## src/rtl/mult_error_accumulator.sv

```systemverilog
// mult_error_accumulator
//
// Error-metric sink for the approximate-multiplier study. Accepts a stream of
// (exact, approximate) signed product pairs over a valid/ready handshake for a
// programmed number of samples and accumulates the exact sum, the approximate
// sum and the per-sample absolute error sum. The absolute difference of the
// two final sums and, optionally, the largest per-sample absolute error are
// also reported.
//
// Optional feature macro: MULT_ERR_MAX_TRACK_EN
//   defined   -> o_max_err tracks the running maximum |approx - exact|
//   undefined -> no max register/comparator; o_max_err is tied to 0
//
// Ports:
//   i_clk, i_rst      clock, synchronous active-high reset
//   i_start           start a run (honoured only when idle)
//   i_n_samples       number of pairs in the run, latched on start
//   i_valid/o_ready   pair handshake; a pair is taken when both are high
//   i_exact/i_approx  signed product pair
//   o_busy            high whenever the block is not idle
//   o_done            one-cycle pulse, results final in this cycle
//   o_count           pairs accepted in the current or last run
//   o_exact_sum       signed sum of i_exact
//   o_approx_sum      signed sum of i_approx
//   o_abs_err_sum     unsigned sum of |i_approx - i_exact|
//   o_sum_diff_abs    unsigned |o_approx_sum - o_exact_sum|
//   o_max_err         unsigned maximum |i_approx - i_exact| (or 0)

module mult_error_accumulator #(
    parameter int PROD_W = 16,
    parameter int CNT_W  = 17,
    parameter int ACC_W  = 40
) (
    input  logic                     i_clk,
    input  logic                     i_rst,
    input  logic                     i_start,
    input  logic [CNT_W-1:0]         i_n_samples,
    input  logic                     i_valid,
    output logic                     o_ready,
    input  logic signed [PROD_W-1:0] i_exact,
    input  logic signed [PROD_W-1:0] i_approx,
    output logic                     o_busy,
    output logic                     o_done,
    output logic [CNT_W-1:0]         o_count,
    output logic signed [ACC_W-1:0]  o_exact_sum,
    output logic signed [ACC_W-1:0]  o_approx_sum,
    output logic [ACC_W-1:0]         o_abs_err_sum,
    output logic [ACC_W-1:0]         o_sum_diff_abs,
    output logic [PROD_W:0]          o_max_err
);

    typedef enum logic [2:0] {IDLE, RUN, DRAIN1, DRAIN2, DONE} state_t;

    state_t                  state;
    logic [CNT_W-1:0]        n_lat;
    logic                    accept;
    logic signed [PROD_W:0]  diff_in;
    logic signed [PROD_W:0]  diff_p0;
    logic                    vld_p0;
    logic [PROD_W:0]         abs_p0;

    function automatic logic signed [ACC_W-1:0] sext(input logic signed [PROD_W-1:0] p);
        return {{(ACC_W-PROD_W){p[PROD_W-1]}}, p};
    endfunction

    // Negating the PROD_W+1 bit difference cannot overflow: the difference of
    // two PROD_W bit values never reaches the most-negative PROD_W+1 code.
    function automatic logic [PROD_W:0] abs_diff(input logic signed [PROD_W:0] d);
        logic [PROD_W:0] u;
        u = d;
        return d[PROD_W] ? -u : u;
    endfunction

    function automatic logic [ACC_W-1:0] abs_acc(input logic signed [ACC_W-1:0] v);
        logic [ACC_W-1:0] u;
        u = v;
        return v[ACC_W-1] ? -u : u;
    endfunction

    assign accept  = i_valid && o_ready;
    assign diff_in = {i_approx[PROD_W-1], i_approx} - {i_exact[PROD_W-1], i_exact};
    assign abs_p0  = abs_diff(diff_p0);

`ifdef MULT_ERR_MAX_TRACK_EN
    logic [PROD_W:0] max_err;
    assign o_max_err = max_err;
`else
    assign o_max_err = '0;
`endif

    always_ff @(posedge i_clk) begin
        if (i_rst) begin
            state          <= IDLE;
            o_ready        <= 1'b0;
            o_busy         <= 1'b0;
            o_done         <= 1'b0;
            vld_p0         <= 1'b0;
            diff_p0        <= '0;
            n_lat          <= '0;
            o_count        <= '0;
            o_exact_sum    <= '0;
            o_approx_sum   <= '0;
            o_abs_err_sum  <= '0;
            o_sum_diff_abs <= '0;
`ifdef MULT_ERR_MAX_TRACK_EN
            max_err        <= '0;
`endif
        end else begin
            o_done <= 1'b0;

            // Stage p0: register the difference of each accepted pair
            vld_p0 <= accept;
            if (accept) begin
                diff_p0      <= diff_in;
                o_count      <= o_count + 1'b1;
                o_exact_sum  <= o_exact_sum + sext(i_exact);
                o_approx_sum <= o_approx_sum + sext(i_approx);
            end

            // Stage p1: accumulate |diff| one cycle behind the sums
            if (vld_p0) begin
                o_abs_err_sum <= o_abs_err_sum + {{(ACC_W-PROD_W-1){1'b0}}, abs_p0};
`ifdef MULT_ERR_MAX_TRACK_EN
                if (abs_p0 > max_err)
                    max_err <= abs_p0;
`endif
            end

            case (state)
                IDLE: begin
                    if (i_start) begin
                        n_lat          <= i_n_samples;
                        o_count        <= '0;
                        o_exact_sum    <= '0;
                        o_approx_sum   <= '0;
                        o_abs_err_sum  <= '0;
                        o_sum_diff_abs <= '0;
`ifdef MULT_ERR_MAX_TRACK_EN
                        max_err        <= '0;
`endif
                        o_busy         <= 1'b1;
                        if (i_n_samples != '0) begin
                            state   <= RUN;
                            o_ready <= 1'b1;
                        end else begin
                            state <= DONE;
                        end
                    end
                end
                RUN: begin
                    if (accept && (o_count + 1'b1 == n_lat)) begin
                        state   <= DRAIN1;
                        o_ready <= 1'b0;
                    end
                end
                DRAIN1: state <= DRAIN2;
                DRAIN2: begin
                    // Sums have been final since the last accept
                    o_sum_diff_abs <= abs_acc(o_approx_sum - o_exact_sum);
                    state          <= DONE;
                end
                DONE: begin
                    o_done <= 1'b1;
                    o_busy <= 1'b0;
                    state  <= IDLE;
                end
                default: begin
                    state   <= IDLE;
                    o_ready <= 1'b0;
                    o_busy  <= 1'b0;
                end
            endcase
        end
    end

endmodule

```

## config.mk

```make
export PLATFORM = sky130hd
export DESIGN_NAME = mult_error_accumulator
export DESIGN_NICKNAME = d
export VERILOG_FILES = /design/src/rtl/mult_error_accumulator.sv
export SDC_FILE = /design/constraint.sdc
export NUM_CORES = 1
export LEC_CHECK = 0
export ABC_AREA = 1
export CORE_ASPECT_RATIO = 0.5
export CORE_UTILIZATION = 45
export CTS_BUF_LIST = sky130_fd_sc_hd__clkbuf_16
export CTS_CLUSTER_DIAMETER = 60
export DETAILED_ROUTE_END_ITERATION = 16
export HOLD_SLACK_MARGIN = 0.1
export PLACE_DENSITY = 0.67
export SLEW_MARGIN = 10
export SYNTH_ARGS = -nofsm -noshare
export SYNTH_HDL_FRONTEND = slang
export SYNTH_SLANG_ARGS = --single-unit
```

## constraint.sdc

```tcl
create_clock -name i_clk -period 4.65 [get_ports i_clk]
set_input_delay 1.1625 -clock i_clk [delete_from_list [all_inputs] [get_ports i_clk]]
set_output_delay 1.1625 -clock i_clk [all_outputs]
set_load 0.005 [all_outputs]
```

After elaboration in Yosys (flattened, before gate mapping)
Cells that the tools add are included.

Output and inout bits: 197. Register bits after elaboration: 218. Logic and storage cells: 69. Bits of input ports: 53.

Eq/ne operators: 8. $add $sub $neg: 8. Bitwise logic cells: 2. Reductions and logical operators: 12. Muxes and demuxes: 27.

Operators with widths (number): $mux W40 (11); $add A40 B16 Y40 (2); $pmux W40 S2 (1); $mux W17 (4); $add A40 B17 Y40 (1); $neg A40 Y40 (1); $sub A40 B40 Y40 (1); $add A17 B1 Y17 const B (1); $eq A17 B17 Y1 (1); $neg A17 Y17 (1); $reduce_bool A17 Y1 (1); $sub A16 B16 Y17 (1); $pmux W3 S4 (1); $mux W3 (3); $reduce_and A2 Y1 (4); $eq A3 B2 Y1 const B (2); $ne A2 B2 Y1 const B (3); $reduce_or A3 Y1 (2); $mux W1 (5); $reduce_and A4 Y1 (1); $eq A3 B1 Y1 const B (1); $eq A3 B3 Y1 const B (1); $logic_not A3 Y1 (1); $pmux W1 S3 (1); 4 further kinds (6).

Depth between registers and ports, before layout
Gate-level depths: netlist of run 1.

Depth in word-level cells: 6. Gate-level depth with buffers: 27. Mapped depth without buffers: 27.

Least setup slack after synthesis of run 1
OpenSTA, ideal clock, no wires.

Path kind: register -> register. From: reg diff_p0[1]. To: reg o_abs_err_sum[39]. Data required time: 4.519 ns. Slack: 1.259 ns. Data arrival time: 3.260 ns. Cell stages (with the launch flop): 27. Setup time: 0.131 ns. Path buffers: 0. Clock period less this slack: 3.391 ns. Cells stage by stage: dfxtp_1 > inv_1 > ha_1 > inv_1 > nor2_1 > inv_1 > nor3_1 > nand3_1 > nor3_1 > and2_1 > inv_1 > nor2_1 > nor2_1 > xor2_1 > ha_1 > nand2_1 > nor2_1 > inv_1 > nor2_1 > nand3_1 > nor2_1 > o21ai_1 > nor2_1 > inv_1 > nor3_2 > nand4_1 > nor3b_1.

Word-level cells in the longest chain between the ends: 6.

RTL lines: start: declaration (RTL line 58) `logic signed [PROD_W:0] diff_p0;`; start signal: assignment (RTL line 114) `diff_p0 <= diff_in;`; $neg A17 Y17 (RTL line 71) `return d[PROD_W] ? -u : u;`; $mux W17 * (RTL line 71); $add A40 B17 Y40 * (RTL line 122) `o_abs_err_sum <= o_abs_err_sum + {{(ACC_W-PROD_W-1){1'b0}}, abs_p0};`; $mux W40 * (RTL line 121) `if (vld_p0) begin`; $mux W40 (RTL line 131) `if (i_start) begin`; $mux W40 * (RTL line 129) `case (state)`; end signal: assignment (RTL line 122); end: declaration (RTL line 47) `output logic [ACC_W-1:0] o_abs_err_sum,`.

Every way passes the cells marked *; elsewhere a longest branch is shown, timed or not. A chain may end at the register's enable or synchronous reset.

Final worst setup path of run 1
From: reg diff_p0[0]. To: reg o_abs_err_sum[39].

The elaborated chain is that of the path after synthesis.

==> flow_summary.json, run 1 <==
{
  "die_h_um": 151,
  "fmax_mhz": 248,
  "place_congestion": 0.990,
  "outcome": "finished, final reports clean",
  "period_share_pct": 86.7,
  "grt_overflow": 0,
  "critPathLaunchType": "register",
  "grt.total_usage_pct": 28.3,
  "port-buffer-count": 232,
  "p_leak_nw": 11.8,
  "grt_pass1_vias": 19100,
  "start_util_pct": 45.8,
  "maxCapViolCount": 0,
  "cts_resized": 0,
  "cts_buffers": 26,
  "cts_tree": "done",
  "cts_hold_buf": 0,
  "arrival_ps": 4480,
  "synth.avg_cell_area_um2": 6.05,
  "drc_errors": 0,
  "cts_setup_buffers": 0,
  "setup_tns_ps": 0,
  "core_area_um2": 43600,
  "cp.required_ps": 5100,
  "final.fill_count": 4497,
  "final_cell_mix": "nand2_1 (740), inv_1 (579), nor2_1 (328)",
  "die_area_um2": 45300,
  "clk_path_buf_depth": 3,
  "hold_violations": 0,
  "tightestPinTransition_ps": 889,
  "met2_length_mm": 27.3,
  "grt_pass1_wl_mm": 102,
  "fin_hold_ws_ps": 463,
  "drt-met1-wl_mm": 31.9,
  "synth-edff-count": 0,
  "ir_drop_mv": 0.240,
  "drtAntennaViolNets": 0,
  "antenna_found_initial": 1,
  "wirelength_mm": 66.5,
  "skew_ps": 24.3,
  "cts.sinks": 218,
  "hpwl_mm": 53.2,
  "yosys_most_used_dff": "dfxtp_1",
  "met3_length_mm": 5.50,
  "clkTransAtPathRegs_ps": 60,
  "setup-violations-final": 0,
  "synth_warnings": 0,
  "netlist_instances": 3300,
  "io_pins": 250,
  "register_area_um2": 4360,
  "rsz0062_at_grt": "no",
  "worstSetupEndpointType": "register",
  "fin_crit_ps": 4030,
  "routed.top_layer": "met4",
  "cts_root_buf": "clkbuf_16",
  "yosys_register_bits": 218,
  "final_util_pct": 54.5,
  "final_common_cell": "nand2_1",
  "power.total_mw": 8.03,
  "nNetsFinal": 3725,
  "vias": 21700,
  "cts_max_level": 1,
  "multiInputGateArea_um2": 13100,
  "cp_max_fo": 5,
  "area_delta_synth_final_pct": 19.1,
  "clk_latency_ps": 570,
  "vias_per_cell": 5.27,
  "grt_max_degree": 73,
  "firstDrtPassIters": 8,
  "max-slew-margin-rel_pct": 40.2,
  "ys_async_sr_fraction_pct": 0,
  "hp-class": "reg2reg",
  "powerDensity_nw_per_um2": 338,
  "syn-cell-area_um2": 20000,
  "layout-drive-gt1-share_pct": 4.73,
  "maxSlewViolCount": 0,
  "post_drt_wl_per_cell_um": 16.1,
  "dieWidth_um": 300,
  "synthDistinctLibCells": 54,
  "rows": 54,
  "critPathKind": "reg2reg",
  "drt_iter0_drc": 1621,
  "ys_seq_area_share_pct": 21.8
}
worst max-delay path: stages, from the launching register on:
cell     delay [ps]
dfxtp_1         340
inv_1            60
ha_1            130
inv_1            40
nor2_1          120
inv_1            70
nor3_1          210
nand3_1         140
nor3_1          210
and2_1          160
inv_1            50
nor2_1          130
inv_1            50
nor4_1          340
ha_1            260
nand2_1         110
nor2_1          130
inv_1            50
nor2_1          150
nand3_1          90
nor2_1          110
o21ai_1         110
nor2_1          110
buf_4           140
inv_1            50
nor3_2          260
nand4_1         120
nor3b_1         150
power by group:
part | internal (mW) | switching, mW | total, mW
clock network | 1.31 | 0.930 | 2.24
registers | 1.96 | 0.0952 | 2.05
logic | 1.17 | 2.57 | 3.74
total | 4.44 | 3.59 | 8.03
cells by family (layout without fill, tap and decap cells):
logic type	Yosys count	count (layout)	share of synthesized area, %
flip-flops	218	218	21.8
XOR/XNOR	84	84	3.68
AO/OA/AOI/OAI	700	700	19.6
other	1	18	0.0188
AND/OR/NAND/NOR	1467	1467	31.6
adder cells (fa/ha/maj)	158	158	10.1
buffers and inverters	672	890	13.2
path summary, 6_finish.rpt:
| check | startpoint | to | slack [ps] | cells past startpoint |
|---|---|---|---|---|
| worst min register to register | o_sum_diff_abs[24]$_SDFFE_PP0P_ | o_sum_diff_abs[24]$_SDFFE_PP0P_ | 460 | 2 |
| worst min-delay path | o_sum_diff_abs[24]$_SDFFE_PP0P_ | o_sum_diff_abs[24]$_SDFFE_PP0P_ | 460 | 2 |
| worst max-delay path | diff_p0[0]$_SDFFE_PP0P_ | o_abs_err_sum[39]$_SDFF_PP0_ | 620 | 27 |
| worst max register to register | diff_p0[0]$_SDFFE_PP0P_ | o_abs_err_sum[39]$_SDFF_PP0_ | 620 | 27 |
Yosys cell counts, drive strengths merged (39+ instances only):
library cell  count  share of area (%)
inv             585                 11
nand4            44                1.4
o21ai           211                5.4
nand3           189                4.9
xor2             65                2.8
nor2            346                6.8
nor3             39                1.0
a21oi           327                8.2
o211ai           61                2.3
nand2           768                 15
ha              153                9.6
dfxtp           218                 22
clkbuf           48               0.90
state kept, by name (all words and copies together) (netlist names):
| signal | flops |
|---|---|
| diff_p0 | 17 |
| n_lat | 17 |
| o_abs_err_sum | 40 |
| o_approx_sum | 40 |
| o_busy | 1 |
| o_count | 17 |
| o_done | 1 |
| o_exact_sum | 40 |
| o_ready | 1 |
| o_sum_diff_abs | 40 |
| state | 3 |
| vld_p0 | 1 |
layout make-up:
class / instances / share of cell area [%]
multi-input cells: 2426 / 54.8
flip-flops and latches: 218 / 18.3
diodes: 1 / 0.0105
clock buffers: 26 / 2.73
clock inverters: 22 / 1.11
repair buffers: 254 / 10.6
inverters: 588 / 9.30
well taps: 588 / 3.09
per-layer routing:
layer	track usage [%]	up-vias
met3	6.25	94
met2	42.9	685
met5	0	-
met1	39.9	9786
li1	-	11200
met4	8.19	0
per-stage QoR:
step / setup WS (ps) / instance area [µm²] / instances
after floorplan: 1260 / 20000 / 3316
after global placement: 386 / 22900 / 4074
after detailed placement: 433 / 22900 / 4074
after CTS: 615 / 23800 / 4122
after global routing: 134 / 23800 / 4123
final: 619 / 23800 / 4123
Note: power is estimated with default switching activity, not from simulation.
==> run 2: changes to the inputs <==
ABC_CLOCK_PERIOD_IN_PS = 4650   (was unset)
PLACE_DENSITY = unset   (was 0.67)
PLACE_DENSITY_LB_ADDON = 0.3   (was unset)
==> run 2 against run 1 <==
Sequential power is essentially flat. Count of clock-buffer cells in the layout decreased by 1. Fmax is 2.7% higher.
==> flow_summary.json, run 2 (synthesized netlist as in run 1, its figures left out) <==
{
  "outcome": "finished, final reports clean",
  "tightestPinTransition_ps": 833,
  "area_delta_synth_final_pct": 18.8,
  "grt.total_usage_pct": 28.8,
  "fmax_mhz": 255,
  "arrival_ps": 4380,
  "final_cell_mix": "nand2_1 (740), inv_1 (582), nor2_1 (327)",
  "cp_max_fo": 4,
  "grt_max_degree": 74,
  "die_area_um2": 45300,
  "place_congestion": 0.992,
  "fin_crit_ps": 3920,
  "ir_drop_mv": 0.280,
  "antenna_found_initial": 0,
  "cts_tree": "done",
  "clk_path_buf_depth": 3,
  "powerDensity_nw_per_um2": 332,
  "clk_latency_ps": 580,
  "grt_pass1_wl_mm": 103,
  "cts.sinks": 218,
  "multiInputGateArea_um2": 13100,
  "dieWidth_um": 300,
  "io_pins": 250,
  "p_leak_nw": 11.8,
  "final_util_pct": 54.4,
  "vias": 21600,
  "maxCapViolCount": 0,
  "final_common_cell": "nand2_1",
  "maxSlewViolCount": 0,
  "rsz0062_at_grt": "no",
  "met3_length_mm": 5.42,
  "post_drt_wl_per_cell_um": 16.4,
  "grt_pass1_vias": 19000,
  "routed.top_layer": "met4",
  "hpwl_mm": 54.2,
  "grt_overflow": 0,
  "wirelength_mm": 67.4,
  "die_h_um": 151,
  "core_area_um2": 43600,
  "cts_setup_buffers": 0,
  "placed_area_um2": 22900,
  "fin_ws_ps": 727,
  "max-slew-margin-rel_pct": 44.0,
  "period_share_pct": 84.4,
  "setup_tns_ps": 0,
  "crit_top_cell": "nor2_1",
  "setup-violations-final": 0,
  "firstDrtPassIters": 6,
  "pre_cts_ws_ps": 406,
  "cts_buffers": 25,
  "cts_max_level": 1,
  "drt_iter0_drc": 1790,
  "register_area_um2": 4360,
  "cts_hold_buf": 0,
  "slowest_stage": "ha_1",
  "nNetsFinal": 3726,
  "antennaDiodeCount": 0,
  "cts_resized": 0,
  "rows": 54,
  "layout-drive-gt1-share_pct": 4.67,
  "port-buffer-count": 232,
  "cts_root_buf": "clkbuf_16",
  "final.fill_count": 4453,
  "clkTransAtPathRegs_ps": 60,
  "stdcell_area_um2": 23700,
  "critPathKind": "reg2reg",
  "skew_ps": 23.5,
  "worstSetupEndpointType": "register",
  "drtAntennaViolNets": 0,
  "met2_length_mm": 27.7,
  "max_stage_delay_ps": 360,
  "cp.required_ps": 5110,
  "path_buf_inv": 4,
  "critPathLaunchType": "register",
  "start_util_pct": 45.8,
  "hold_violations": 0,
  "cp_top_family": "simple AND/OR/NAND/NOR gates",
  "drt-met1-wl_mm": 32.4,
  "vias_per_cell": 5.25,
  "drc_errors": 0,
  "hp-class": "reg2reg"
}
==> run 2: layer usage <==
layer	track usage [%]	vias up
met2	43.4	679
met1	40.8	9715
met5	0	-
li1	-	11100
met4	8.09	0
met3	6.25	99
==> run 2: cell type report <==
cell class / count / area share (%)
multi-input cells: 2426 / 55.0
repair buffers: 256 / 10.7
clock inverters: 18 / 0.801
inverters: 588 / 9.33
clock buffers: 25 / 2.64
well taps: 588 / 3.10
flip-flops and latches: 218 / 18.4
==> run 2: path summary, 6_finish.rpt <==
check	from	end	slack [ps]	depth (start not counted)
min reg2reg	o_sum_diff_abs[24]$_SDFFE_PP0P_	o_sum_diff_abs[24]$_SDFFE_PP0P_	460	2
max	diff_p0[0]$_SDFFE_PP0P_	o_abs_err_sum[33]$_SDFF_PP0_	730	25
max reg2reg	diff_p0[0]$_SDFFE_PP0P_	o_abs_err_sum[33]$_SDFF_PP0_	730	25
min	o_sum_diff_abs[24]$_SDFFE_PP0P_	o_sum_diff_abs[24]$_SDFFE_PP0P_	460	2
==> run 2: stage by stage <==
stage,cells,hold slack (ps),total power [mW]
after floorplan,3316,438,4.79
after global placement,4076,452,5.70
after detailed placement,4076,454,5.74
after CTS,4119,464,7.81
after global routing,4119,483,8.44
final,4119,463,7.87
==> run 2: worst register-to-register path, stage by stage, from the launching register on <==
cell      delay (ps)
dfxtp_1          350
inv_1             70
ha_1             130
inv_1             50
nor2_1           120
inv_1             70
nor3_1           240
nand3_1          150
nor3_1           200
and2_1           160
inv_1             40
nor2_1           120
nor2_1            70
xor2_1           160
ha_1             360
nand2_1          100
nor2_1           200
nand4_1          120
o221ai_1         190
nand2_1          130
nor2_1           240
nand2_1          120
nor2_1           160
nand2_1           80
o21ai_0          150
a21oi_1           50
==> run 2: report_power, final <==
part           switching, mW  total, mW  leakage (nW)  internal, mW
sequential            0.0991       2.06          1.77          1.96
clock                  0.904       2.06         0.413          1.16
combinational           2.58       3.75          9.62          1.18
total                   3.58       7.87          11.8          4.29
==> run 3: changes to the inputs <==
ABC_CLOCK_PERIOD_IN_PS = 3300   (was 4650)
clock period = 3.3 ns   (was 4.65 ns; I/O delays follow)
==> run 3 against run 2 <==
The run now ends with negative setup slack left. Setup slack lost 880 ps. Critical path depth decreased by 5. Final cell count increased by 9.1%. Die area unchanged. Flip-flop and latch count stayed put. Critical path type unchanged. Critical endpoint is now o_abs_err_sum[26]$_SDFF_PP0_.
==> flow_summary.json, run 3 (synthesized netlist as in run 1, its figures left out) <==
{
  "outcome": "complete, but fails checks",
  "violations": "negative setup slack",
  "vias_per_cell": 5.21,
  "dp_cells": 4429,
  "netSwitchingFraction_pct": 44.3,
  "hp-start": "o_sum_diff_abs[16]$_SDFFE_PP0P_",
  "r2r_cells": 20,
  "cts.sinks": 218,
  "pre_cts_ws_ps": -481,
  "whs_path_depth": 2,
  "area_delta_synth_final_pct": 35.9,
  "clk_path_buf_depth": 3,
  "critPathLaunchType": "register",
  "p_leak_nw": 13.8,
  "r2r_start": "diff_p0[0]$_SDFFE_PP0P_",
  "hpwl_mm": 56.7,
  "rows": 54,
  "dieWidth_um": 300,
  "wirelength_mm": 70.9,
  "max-slew-margin-rel_pct": 51.9,
  "fmax_mhz": 290,
  "clkTransAtPathRegs_ps": 60,
  "pwr-share-comb_pct": 50.0,
  "r2r_slack_ps": -150,
  "final.fill_count": 4187,
  "grt_pass1_wl_mm": 109,
  "r2r_end": "o_abs_err_sum[26]$_SDFF_PP0_",
  "powerDensity_nw_per_um2": 443,
  "clk_latency_ps": 590,
  "power.total_mw": 12.0,
  "cts_max_level": 1,
  "antenna_found_initial": 0,
  "hold_violations": 0,
  "drtAntennaViolNets": 0,
  "maxSlewViolCount": 0,
  "final_cell_mix": "nand2_1 (724), inv_1 (568), buf_4 (383)",
  "fin_cells": 4493,
  "die_h_um": 151,
  "skew_ps": 17.0,
  "nNetsFinal": 4096,
  "p_sw_mw": 5.33,
  "rsz0062_at_grt": "yes",
  "place_congestion": 0.989,
  "vias": 23400,
  "grt.total_usage_pct": 29.9,
  "final_common_cell": "nand2_1",
  "cp.required_ps": 3770,
  "io_pins": 250,
  "critPathKind": "reg2reg",
  "cp_max_fo": 4,
  "worstSetupEndpointType": "register",
  "start_util_pct": 45.8,
  "drt_iter0_drc": 1895,
  "holdPathEnd": "o_sum_diff_abs[16]$_SDFFE_PP0P_",
  "layout-drive-gt1-share_pct": 16.9,
  "cts_tree": "done",
  "port-buffer-count": 232,
  "cts_buffers": 25,
  "internal-power_mw": 6.71,
  "arrival_ps": 3920,
  "fin_ws_ps": -152,
  "grt_max_degree": 61,
  "post_drt_wl_per_cell_um": 15.8,
  "grt_pass1_vias": 20800,
  "firstDrtPassIters": 8,
  "setup-violations-final": 15,
  "cts_root_buf": "clkbuf_16",
  "drc_errors": 0,
  "seqPwrFrac_pct": 24.0,
  "ir_drop_mv": 0.381,
  "fin_crit_ps": 3450,
  "die_area_um2": 45300,
  "hp-class": "reg2reg",
  "maxCapViolCount": 0,
  "core_area_um2": 43600,
  "clkPwrFrac_pct": 26.0,
  "period_share_pct": 105,
  "grt_overflow": 0,
  "tightestPinTransition_ps": 721
}
[run 3: cell count changes in the layout (fill, tap and decap cells not counted), moves of 14 or more]
cell     change
buf_4      +363
nor2_1      -29
a21oi_1     -16
nand2_1     -16
nor2_2      +16
o21ai_0     -16
inv_1       -14
[run 3: worst max path at each step]
stage                            start                            to  slack (ps)  depth (start not counted)
2_1_floorplan  diff_p0[1]$_SDFFE_PP0P_  o_abs_err_sum[39]$_SDFF_PP0_          50                         26
5_1_grt        diff_p0[1]$_SDFFE_PP0P_  o_abs_err_sum[39]$_SDFF_PP0_        -430                         26
3_3_place_gp               i_approx[0]   o_approx_sum[38]$_SDFF_PP0_        -410                         16
4_1_cts        diff_p0[1]$_SDFFE_PP0P_  o_abs_err_sum[39]$_SDFF_PP0_        -160                         26
6_report       diff_p0[0]$_SDFFE_PP0P_  o_abs_err_sum[26]$_SDFF_PP0_        -150                         20
3_5_place_dp               i_approx[0]   o_approx_sum[38]$_SDFF_PP0_        -480                         16
[run 3: critical path: stages, from the launching register on]
cell,delay [ps]
dfxtp_1,320
buf_4,150
nor3_2,210
nand2_1,100
nor4_1,180
buf_4,160
buf_4,100
a21oi_1,70
xor2_1,160
ha_1,370
nand2_1,130
nor2_2,150
nand2_1,70
o211ai_1,110
a31oi_2,100
o21ai_2,270
nand2_1,120
nor2_2,210
buf_4,160
xor2_2,140
nor2_1,60
[run 3: per-layer routing]
layer / share of wire, % / GRT usage, % / up-vias
met3: 6.8 / 4.02 / 124
met1: 47 / 41.8 / 10700
li1: - / - / 11900
met2: 44 / 48.3 / 710
met4: 2.8 / 8.24 / 0
met5: 0 / 0 / -
[run 3: timing repair]
action / 4_1_cts / 5_1_grt
pin swaps: 10 / 33
setup endpoints to repair: 23 / 56
gates resized for setup: 40 / 130
hold buffers: 0 / 0
buffers inserted: 9 / 11
[run 3: power groups by stage]
stage	Clock (mW)	Combinational (mW)	Sequential (mW)
finish	3.13	6.02	2.89
global route	3.28	6.64	2.90
CTS	3.18	5.72	2.88
detailed placement	0	5.65	2.94
global placement	0	5.54	2.94
floorplan	0	3.84	2.91
[run 3: cell type report]
class	instances	area (µm²)	area share, %
flip-flops and latches	218	4370	16.1
well taps	588	736	2.71
clock buffers	25	626	2.30
clock inverters	21	263	0.968
diodes	1	2.50	0.00921
multi-input cells	2426	13600	50.0
repair buffers	626	5350	19.7
inverters	588	2220	8.19
[run 3: through the flow]
| step | hold slack (ps) | cell area, µm² | setup TNS (ps) | utilization, % |
|---|---|---|---|---|
| 2_1_floorplan | 438 | 20100 | 0 | - |
| 3_3_place_gp | 454 | 25600 | -11410 | 58.6 |
| 3_5_place_dp | 454 | 25600 | -16580 | 58.6 |
| 4_1_cts | 465 | 26600 | -1060 | 61.1 |
| 5_1_grt | 480 | 27200 | -5900 | 62.2 |
| 6_report | 463 | 27200 | -1220 | 62.2 |
